## src/rtl/fp_exec_controller.sv

```systemverilog
// Issue/sequencing controller for the RV32F FP execute stage: holds the op for its latency, captures the result and accumulates fflags.
// Optional FP_EXEC_OPGATE_EN: gate ex_enable and isolate ex_rs* operands outside EXEC.
module fp_exec_controller #(
    parameter logic [4:0]  DIV_OP  = 5'h03,
    parameter logic [4:0]  SQRT_OP = 5'h0B,
    parameter logic [4:0]  MUL_OP  = 5'h02,
    parameter int unsigned DIV_LAT = 12,
    parameter int unsigned MUL_LAT = 3
) (
    input  logic        clk,
    input  logic        rst_n,
    input  logic        issue_valid,
    output logic        issue_ready,
    input  logic [4:0]  issue_op,
    input  logic [2:0]  issue_rm,
    input  logic        issue_i2f,
    input  logic        issue_f2i,
    input  logic [4:0]  issue_rd,
    input  logic [31:0] issue_rs1,
    input  logic [31:0] issue_rs2,
    input  logic [31:0] issue_rs3,
    input  logic [31:0] issue_int_rs1,
    input  logic [2:0]  frm,
    input  logic        flush,
    output logic [31:0] ex_rs1,
    output logic [31:0] ex_rs2,
    output logic [31:0] ex_rs3,
    output logic [31:0] ex_int_rs1,
    output logic [4:0]  ex_op,
    output logic [2:0]  ex_rm,
    output logic        ex_i2f,
    output logic        ex_f2i,
    output logic        ex_enable,
    input  logic [31:0] ex_result,
    input  logic [4:0]  ex_fflags,
    output logic        wb_valid,
    input  logic        wb_ready,
    output logic [31:0] wb_result,
    output logic [4:0]  wb_fflags,
    output logic [4:0]  wb_rd,
    output logic        wb_illegal,
    output logic [4:0]  fflags_acc,
    input  logic        fflags_clr,
    output logic        busy
);
    localparam int unsigned MAX_LAT = (DIV_LAT > MUL_LAT) ? DIV_LAT : MUL_LAT;
    localparam int unsigned CNT_W   = (MAX_LAT > 1) ? $clog2(MAX_LAT) : 1;

    typedef enum logic [1:0] {IDLE, EXEC, WB} state_t;

    state_t            state_q, state_d;
    logic [CNT_W-1:0]  cnt_q, cnt_d;
    logic [31:0]       rs1_q, rs1_d, rs2_q, rs2_d, rs3_q, rs3_d, int_rs1_q, int_rs1_d;
    logic [4:0]        op_q, op_d;
    logic [2:0]        rm_q, rm_d;
    logic              i2f_q, i2f_d, f2i_q, f2i_d;
    logic [4:0]        rd_q, rd_d;
    logic [31:0]       wb_result_q, wb_result_d;
    logic [4:0]        wb_fflags_q, wb_fflags_d;
    logic [4:0]        wb_rd_q, wb_rd_d;
    logic              wb_illegal_q, wb_illegal_d;
    logic [4:0]        fflags_acc_q, fflags_acc_d;
    logic [2:0]        rm_res;
    logic              rm_illegal, fire_i, fire_w;
    logic [CNT_W-1:0]  lat_init;

    always_comb begin
        state_d      = state_q;
        cnt_d        = cnt_q;
        rs1_d        = rs1_q;
        rs2_d        = rs2_q;
        rs3_d        = rs3_q;
        int_rs1_d    = int_rs1_q;
        op_d         = op_q;
        rm_d         = rm_q;
        i2f_d        = i2f_q;
        f2i_d        = f2i_q;
        rd_d         = rd_q;
        wb_result_d  = wb_result_q;
        wb_fflags_d  = wb_fflags_q;
        wb_rd_d      = wb_rd_q;
        wb_illegal_d = wb_illegal_q;

        rm_res      = (issue_rm == 3'b111) ? frm : issue_rm;
        rm_illegal  = (rm_res >= 3'b101);
        issue_ready = !flush && ((state_q == IDLE) || ((state_q == WB) && wb_ready));
        fire_i      = issue_valid && issue_ready;
        // A flushed writeback is dropped, so its flags must not reach fcsr.
        fire_w      = (state_q == WB) && wb_ready && !flush;

        if ((issue_op == DIV_OP) || (issue_op == SQRT_OP)) lat_init = CNT_W'(DIV_LAT - 1);
        else if (issue_op == MUL_OP)                        lat_init = CNT_W'(MUL_LAT - 1);
        else                                                lat_init = '0;

        fflags_acc_d = (fflags_clr ? 5'b0 : fflags_acc_q)
                     | ((fire_w && !wb_illegal_q) ? wb_fflags_q : 5'b0);

        case (state_q)
            EXEC: begin
                if (cnt_q == '0) begin
                    wb_result_d  = ex_result;
                    wb_fflags_d  = ex_fflags;
                    wb_rd_d      = rd_q;
                    wb_illegal_d = 1'b0;
                    state_d      = WB;
                end else begin
                    cnt_d = cnt_q - 1'b1;
                end
            end
            WB:      if (fire_w) state_d = IDLE;
            default: ;
        endcase

        if (fire_i) begin
            rs1_d     = issue_rs1;
            rs2_d     = issue_rs2;
            rs3_d     = issue_rs3;
            int_rs1_d = issue_int_rs1;
            op_d      = issue_op;
            rm_d      = rm_res;
            i2f_d     = issue_i2f;
            f2i_d     = issue_f2i;
            rd_d      = issue_rd;
            // Illegal rounding mode bypasses execution and reports straight to writeback.
            if (rm_illegal) begin
                state_d      = WB;
                cnt_d        = '0;
                wb_result_d  = 32'b0;
                wb_fflags_d  = 5'b0;
                wb_rd_d      = issue_rd;
                wb_illegal_d = 1'b1;
            end else begin
                state_d = EXEC;
                cnt_d   = lat_init;
            end
        end

        if (flush) begin
            state_d = IDLE;
            cnt_d   = '0;
        end
    end

    always_ff @(posedge clk or negedge rst_n) begin
        if (!rst_n) begin
            state_q      <= IDLE;
            cnt_q        <= '0;
            rs1_q        <= '0;
            rs2_q        <= '0;
            rs3_q        <= '0;
            int_rs1_q    <= '0;
            op_q         <= '0;
            rm_q         <= '0;
            i2f_q        <= 1'b0;
            f2i_q        <= 1'b0;
            rd_q         <= '0;
            wb_result_q  <= '0;
            wb_fflags_q  <= '0;
            wb_rd_q      <= '0;
            wb_illegal_q <= 1'b0;
            fflags_acc_q <= '0;
        end else begin
            state_q      <= state_d;
            cnt_q        <= cnt_d;
            rs1_q        <= rs1_d;
            rs2_q        <= rs2_d;
            rs3_q        <= rs3_d;
            int_rs1_q    <= int_rs1_d;
            op_q         <= op_d;
            rm_q         <= rm_d;
            i2f_q        <= i2f_d;
            f2i_q        <= f2i_d;
            rd_q         <= rd_d;
            wb_result_q  <= wb_result_d;
            wb_fflags_q  <= wb_fflags_d;
            wb_rd_q      <= wb_rd_d;
            wb_illegal_q <= wb_illegal_d;
            fflags_acc_q <= fflags_acc_d;
        end
    end

`ifdef FP_EXEC_OPGATE_EN
    assign ex_enable  = (state_q == EXEC);
    assign ex_rs1     = (state_q == EXEC) ? rs1_q     : 32'b0;
    assign ex_rs2     = (state_q == EXEC) ? rs2_q     : 32'b0;
    assign ex_rs3     = (state_q == EXEC) ? rs3_q     : 32'b0;
    assign ex_int_rs1 = (state_q == EXEC) ? int_rs1_q : 32'b0;
`else
    assign ex_enable  = 1'b1;
    assign ex_rs1     = rs1_q;
    assign ex_rs2     = rs2_q;
    assign ex_rs3     = rs3_q;
    assign ex_int_rs1 = int_rs1_q;
`endif

    assign ex_op      = op_q;
    assign ex_rm      = rm_q;
    assign ex_i2f     = i2f_q;
    assign ex_f2i     = f2i_q;
    assign wb_valid   = (state_q == WB);
    assign wb_result  = wb_result_q;
    assign wb_fflags  = wb_fflags_q;
    assign wb_rd      = wb_rd_q;
    assign wb_illegal = wb_illegal_q;
    assign fflags_acc = fflags_acc_q;
    assign busy       = (state_q != IDLE);
endmodule
```

## config.mk

```make
export PLATFORM = sky130hd
export DESIGN_NAME = fp_exec_controller
export DESIGN_NICKNAME = d
export VERILOG_FILES = /design/src/rtl/fp_exec_controller.sv
export SDC_FILE = /design/constraint.sdc
export NUM_CORES = 1
export LEC_CHECK = 0
export CORE_AREA = 5 5 144 146
export CTS_CLUSTER_SIZE = 30
export DETAILED_ROUTE_END_ITERATION = 7
export DIE_AREA = 0 0 149 151
export GPL_ROUTABILITY_DRIVEN = 0
export GPL_TIMING_DRIVEN = 1
export PLACE_DENSITY = 0.81
export SKIP_CTS_REPAIR_TIMING = 1
export SLEW_MARGIN = 20
export SYNTH_ARGS = -nofsm -noshare
export SYNTH_HDL_FRONTEND = slang
export SYNTH_SLANG_ARGS = --single-unit
export TNS_END_PERCENT = 5
```

## constraint.sdc

```tcl
create_clock -name clk -period 6 [get_ports clk]
set_input_delay 0.6 -clock clk [delete_from_list [all_inputs] [get_ports clk]]
set_output_delay 0.6 -clock clk [all_outputs]
set_load 0.01 [all_outputs]
```

==> results.sh, run 1 <==
export IMPL_synth_edf_count=0
export IMPL_grt_pass1_vias=6969
export IMPL_synthSimpleGateAreaFrac=0.2582
export IMPL_nets=1409
export IMPL_crit_slowest_cell="a311oi_4"
export IMPL_synth_common_cells="nand2_1, dfrtp_1, clkbuf_1, a21oi_2, a21oi_1"
export IMPL_synth_area_mux_share=0.007640
export IMPL_nFillCells=1582
export IMPL_worst_pin_slew_ps=1035
export IMPL_power_density_nw_per_um2=413.3
export IMPL_path_cells="clkdlybuf4s50_1, or4b_4, a311oi_4, buf_4, o22ai_1"
export IMPL_die_width_um=149
export IMPL_setup_tns_final_ps=0
export IMPL_syn_nets=1056
export IMPL_synth_xor_area_frac=0.002228
export IMPL_ir_drop_v=0.0001927
export IMPL_clockRootBuffer="clkbuf_16"
export IMPL_drt_iter0_drc=413
export IMPL_startpoint_type="primary input"
export IMPL_cts_sinks=197
export IMPL_grt_pass1_wl_um=37200
export IMPL_worstSetupPathType="primary input to register"
export IMPL_avgRoutedWirePerCell_um=16.35
export IMPL_die_area_um2=22500
export IMPL_dr_pass1_iters=5
export IMPL_die_h_um=151
export IMPL_ys_types=43
export IMPL_grt_ovfl_total=0
export IMPL_n_antenna_cell=0
export IMPL_synthArstFlopShare=1.000
export IMPL_post_route_period_util=0.5733
export IMPL_synth_fa_ha_area_frac=0.003183
export IMPL_clkLatencyLatePin_ps=430
export IMPL_synth_area_leaders="dfrtp_1, nand2_1, a21oi_2"
export IMPL_p_leak_nw=5.812
export IMPL_clock_skew_ps=9.143
export IMPL_syn_area_um2=7861
export IMPL_cts_max_level=4
export IMPL_max_slew_margin=0.3097
export IMPL_crit_family="compound AO/OA/AOI/OAI gates"
export IMPL_grt_usage=0.2100
export IMPL_cp_arrival_ps=3720
export IMPL_ys_seq_elements=197
export IMPL_yosysTopAreaCell="dfrtp_1"
export IMPL_drv_slew=0
export IMPL_drive_gt1_frac=0.05533
export IMPL_critPathMaxStageDelay_ps=990
export IMPL_path_clk_slew_ps=70
export IMPL_worst_path_buf_inv=2
export IMPL_cts_max_path_buffers=2
export IMPL_required_ps=6280
export IMPL_rows=51
export IMPL_antenna_left=0
export IMPL_status="complete, no violations"
export IMPL_core_um2=19270
export IMPL_synth_most_common_cell="nand2_1"
export IMPL_syn_instance_count=865
export IMPL_rsz0062_at_grt="no"
export IMPL_antenna_found_initial=0
export IMPL_drc=0
export IMPL_r2r_slack_ps=2820
export IMPL_maxCapViolCount=0
export IMPL_yosys_warnings=0
export IMPL_seq_area_frac_synth=0.6271
export IMPL_synth_top_family_by_area="simple AND/OR/NAND/NOR gates"
export IMPL_synth_top_area_share=0.6271
export IMPL_hold_class="primary input to asynchronous set/reset pin"
export IMPL_ys_flop_type="dfrtp_1"
export IMPL_hold_viol_final=0
export IMPL_grt_max_degree=145
export IMPL_fmax_ghz=0.2907
export IMPL_via_count=6944
export IMPL_totalWireLength_um=24420
export IMPL_io_pin_count=379
export IMPL_avgViaCountPerCell=4.648
export IMPL_dp_hpwl_um=17680
export IMPL_avgSynthCellArea_um2=9.088
export IMPL_fin_crit_ps=3440
export IMPL_worst_setup_path_end_kind="register"
export IMPL_synth_compound_area_share=0.06621
export IMPL_area_delta_synth_final_pct=58.13
export IMPL_finalSetupViolCount=0
export IMPL_start_util=0.4079
export IMPL_cp_max_fo=56
export IMPL_cts_buffers=17
export IMPL_cts_tree="yes"
export IMPL_hold_ws_ps=194.2
export IMPL_port_buffers=377
sequential cells by signal (all words and copies together) (netlist names):
name        count
fflags_acc      5
rd_q            5
wb_illegal      1
ex_op           5
ex_rm           3
ex_f2i          1
ex_rs1         32
ex_rs2         32
cnt_q           4
ex_rs3         32
wb_result      32
ex_int_rs1     32
ex_i2f          1
wb_rd           5
wb_fflags       5
state_q         2
cells in the final DEF, fill, tap and decap left out, drive strengths merged, types with 2 or more instances in the layout:
cell type        n
a211oi           2
a21oi           39
a31oi            2
buf              7
bufinv           4
clkbuf          18
clkdlybuf4s50  376
clkinv           2
clkinvlp         2
dfrtp          197
ha               2
inv             15
mux2i            6
nand2          504
nand3            2
nor2b            3
nor3             2
nor4b            2
o21ai           16
o22ai            5
or3              2
logic make-up after synthesis:
group | count (synthesis)
compound gates | 73
xor+xnor | 2
fa+ha+maj | 2
buf+inv | 60
flops | 197
mux | 6
other cells | 1
simple gates | 524
layout make-up:
class,instances,area [um^2],share of cell area
clock inverters,13,197.7,0.01590
repair buffers,384,3842,0.3091
flip-flops and latches,197,4930,0.3966
well taps,265,331.6,0.02667
clock buffers,17,425.4,0.03422
inverters,10,37.54,0.003020
multi-input cells,608,2666,0.2145
per-stage QoR:
step | area, um^2 | worst slack [ps] | power, mW | instances | utilization
floorplan | 7861 | 3760 | 2.745 | 865 | -
global placement | 11810 | 2163 | 3.903 | 1464 | 0.6127
detailed placement | 11810 | 2114 | 3.956 | 1464 | 0.6127
CTS | 12430 | 2565 | 5.195 | 1494 | 0.6450
global route | 12430 | 2402 | 5.435 | 1494 | 0.6450
finish | 12430 | 2560 | 5.137 | 1494 | 0.6450
power breakdown:
| part | leakage (nW) | internal, mW | switching [mW] |
|---|---|---|---|
| logic | 3.04 | 1.06 | 0.853 |
| clock network | 0.300 | 0.704 | 0.520 |
| registers | 2.47 | 1.76 | 0.243 |
metal layers:
metal | share of wire | wire length, um | GRT usage | up-vias
li1 | - | - | - | 3389
met5 | 0 | 0 | 0 | -
met2 | 0.50 | 12300 | 0.3539 | 266
met3 | 0.080 | 1953 | 0.05805 | 47
met1 | 0.38 | 9335 | 0.2546 | 3242
met4 | 0.034 | 829 | 0.08970 | 0
path summary, 6_finish.rpt:
path	from	endpoint	cells after the start
worst max-delay path	flush	wb_rd[0]	5
worst min-delay path	rst_n	ex_int_rs1[18]	1
worst max register to register	state_q[1]	wb_rd[0]	5
worst min register to register	ex_rs1[27]	ex_rs1[27]	2
max in group asynchronous	rst_n	ex_rs2[10]	2
min in group clk	ex_rs1[27]	ex_rs1[27]	2
worst register-to-register path, cell delays in order, from the launching register on:
cell and delay, ps:
dfrtp_1 470, nor2b_4 180, or4b_4 780, a311oi_4 1000
buf_4 480, o22ai_1 140
(Power assumes the default switching activity.)
==> run 2: changes to the inputs <==
--- a/config.mk
+++ b/config.mk
@@ -5,10 +5,10 @@
 export SDC_FILE = /design/constraint.sdc
 export NUM_CORES = 1
 export LEC_CHECK = 0
-export CORE_AREA = 5 5 144 146
+export CORE_MARGIN = 5
+export CORE_UTILIZATION = 41
 export CTS_CLUSTER_SIZE = 30
 export DETAILED_ROUTE_END_ITERATION = 7
-export DIE_AREA = 0 0 149 151
 export GPL_ROUTABILITY_DRIVEN = 0
 export GPL_TIMING_DRIVEN = 1
 export PLACE_DENSITY = 0.81
==> constraint.sdc (replaced) <==
create_clock -name clk -period 3.6 [get_ports clk]
set_input_delay 0.36 -clock clk [delete_from_list [all_inputs] [get_ports clk]]
set_output_delay 0.36 -clock clk [all_outputs]
set_load 0.01 [all_outputs]
==> results.sh, run 2 (same netlist as run 1, synthesis figures left out) <==
export IMPL_startpoint_type="primary input"
export IMPL_drc=0
export IMPL_worstSetupPathType="primary input to output pin"
export IMPL_cts_max_level=4
export IMPL_worst_pin_slew_ps=773.5
export IMPL_drv_slew=0
export IMPL_drive_gt1_frac=0.05758
export IMPL_cts_buffers=17
export IMPL_grt_max_degree=151
export IMPL_grt_pass1_wl_um=37980
export IMPL_fmax_ghz=0.4482
export IMPL_antenna_left=0
export IMPL_rsz0062_at_grt="no"
export IMPL_grt_ovfl_total=0
export IMPL_drt_iter0_drc=348
export IMPL_post_route_period_util=0.6198
export IMPL_fin_crit_ps=2231
export IMPL_nFillCells=1539
export IMPL_status="finished with violations"
export IMPL_grt_usage=0.2184
export IMPL_via_count=7011
export IMPL_path_clk_slew_ps=70
export IMPL_grt_pass1_vias=7102
export IMPL_io_pin_count=379
export IMPL_required_ps=3240
export IMPL_port_buffers=377
export IMPL_setup_tns_final_ps=0
export IMPL_cts_max_path_buffers=2
export IMPL_cts_sinks=197
export IMPL_r2r_slack_ps=1520
export IMPL_hold_viol_final=5
export IMPL_dp_hpwl_um=17800
export IMPL_die_width_um=148.5
export IMPL_p_leak_nw=5.808
export IMPL_clockRootBuffer="clkbuf_16"
export IMPL_cts_tree="yes"
export IMPL_final_cell_mix="nand2_1, clkdlybuf4s50_1, dfrtp_1"
export IMPL_finalSetupViolCount=0
export IMPL_clkLatencyLatePin_ps=430
export IMPL_dr_pass1_iters=5
export IMPL_n_antenna_cell=0
export IMPL_antenna_found_initial=0
export IMPL_hold_ws_ps=-15.02
export IMPL_area_delta_synth_final_pct=57.49
export IMPL_die_h_um=148.5
export IMPL_hold_class="primary input to asynchronous set/reset pin"
export IMPL_clock_skew_ps=7.453
export IMPL_totalWireLength_um=24350
export IMPL_avgViaCountPerCell=4.779
export IMPL_worst_setup_path_end_kind="output pin"
export IMPL_ir_drop_v=0.0003288
export IMPL_core_um2=18770
export IMPL_max_slew_margin=0.4796
export IMPL_die_area_um2=22040
export IMPL_maxCapViolCount=0
export IMPL_cp_max_fo=10
export IMPL_layout_commonest_cell="nand2_1"
export IMPL_nets=1411
export IMPL_avgRoutedWirePerCell_um=16.60
export IMPL_violations="hold timing"
export IMPL_rows=50
export IMPL_start_util=0.4189
export IMPL_total_power_mw=8.349
export IMPL_power_density_nw_per_um2=674.4
export IMPL_cp_arrival_ps=1870
==> run 2: report_power, final <==
| part | total [mW] | internal [mW] | switching [mW] | leakage, nW |
|---|---|---|---|---|
| clock network | 1.82 | 0.927 | 0.891 | 0.271 |
| registers | 3.34 | 2.93 | 0.404 | 2.47 |
| logic | 3.19 | 1.77 | 1.42 | 3.06 |
==> run 2: critical path: stages <==
cell and delay [ps]:
clkdlybuf4s50_1 600, nor3_1 270, clkdlybuf4s50_1 640
==> run 2: metal layers <==
metal / up-vias / GRT usage / wire (um)
met3: 64 / 0.06155 / 1767
met1: 3275 / 0.2593 / 9382
li1: 3390 / - / -
met4: 0 / 0.1122 / 1088
met2: 282 / 0.3630 / 12110
met5: - / 0 / 0
==> run 2: metrics by stage <==
step | hold WS (ps) | instances | util | setup WS, ps | cell area (um^2)
6_report | -15.02 | 1467 | 0.6597 | 1369 | 12380
5_1_grt | 28.95 | 1467 | 0.6597 | 1328 | 12380
4_1_cts | 16.02 | 1467 | 0.6597 | 1379 | 12380
3_5_place_dp | 461.3 | 1435 | 0.6299 | 1103 | 11820
3_3_place_gp | 456.7 | 1435 | 0.6299 | 1144 | 11820
2_1_floorplan | 64.41 | 865 | - | 1600 | 7861
==> run 2: layout make-up <==
type,count,area [um^2],area share
Sequential cell,197,4930,0.3982
Timing Repair Buffer,386,3895,0.3146
Multi-Input combinational cell,608,2666,0.2154
Clock buffer,19,442.9,0.03578
Tap cell,234,292.8,0.02365
Clock inverter,13,116.4,0.009399
Inverter,10,37.54,0.003032
==> run 2: path summary, 6_finish.rpt <==
check,depth (start not counted),endpoint,from
max,3,issue_ready,flush
max in group asynchronous,2,ex_rs2[20],rst_n
min,1,ex_rs3[15],rst_n
min reg2reg,2,ex_int_rs1[29],ex_int_rs1[29]
min in group clk,3,ex_int_rs1[16],issue_int_rs1[16]
max reg2reg,5,wb_rd[4],state_q[1]
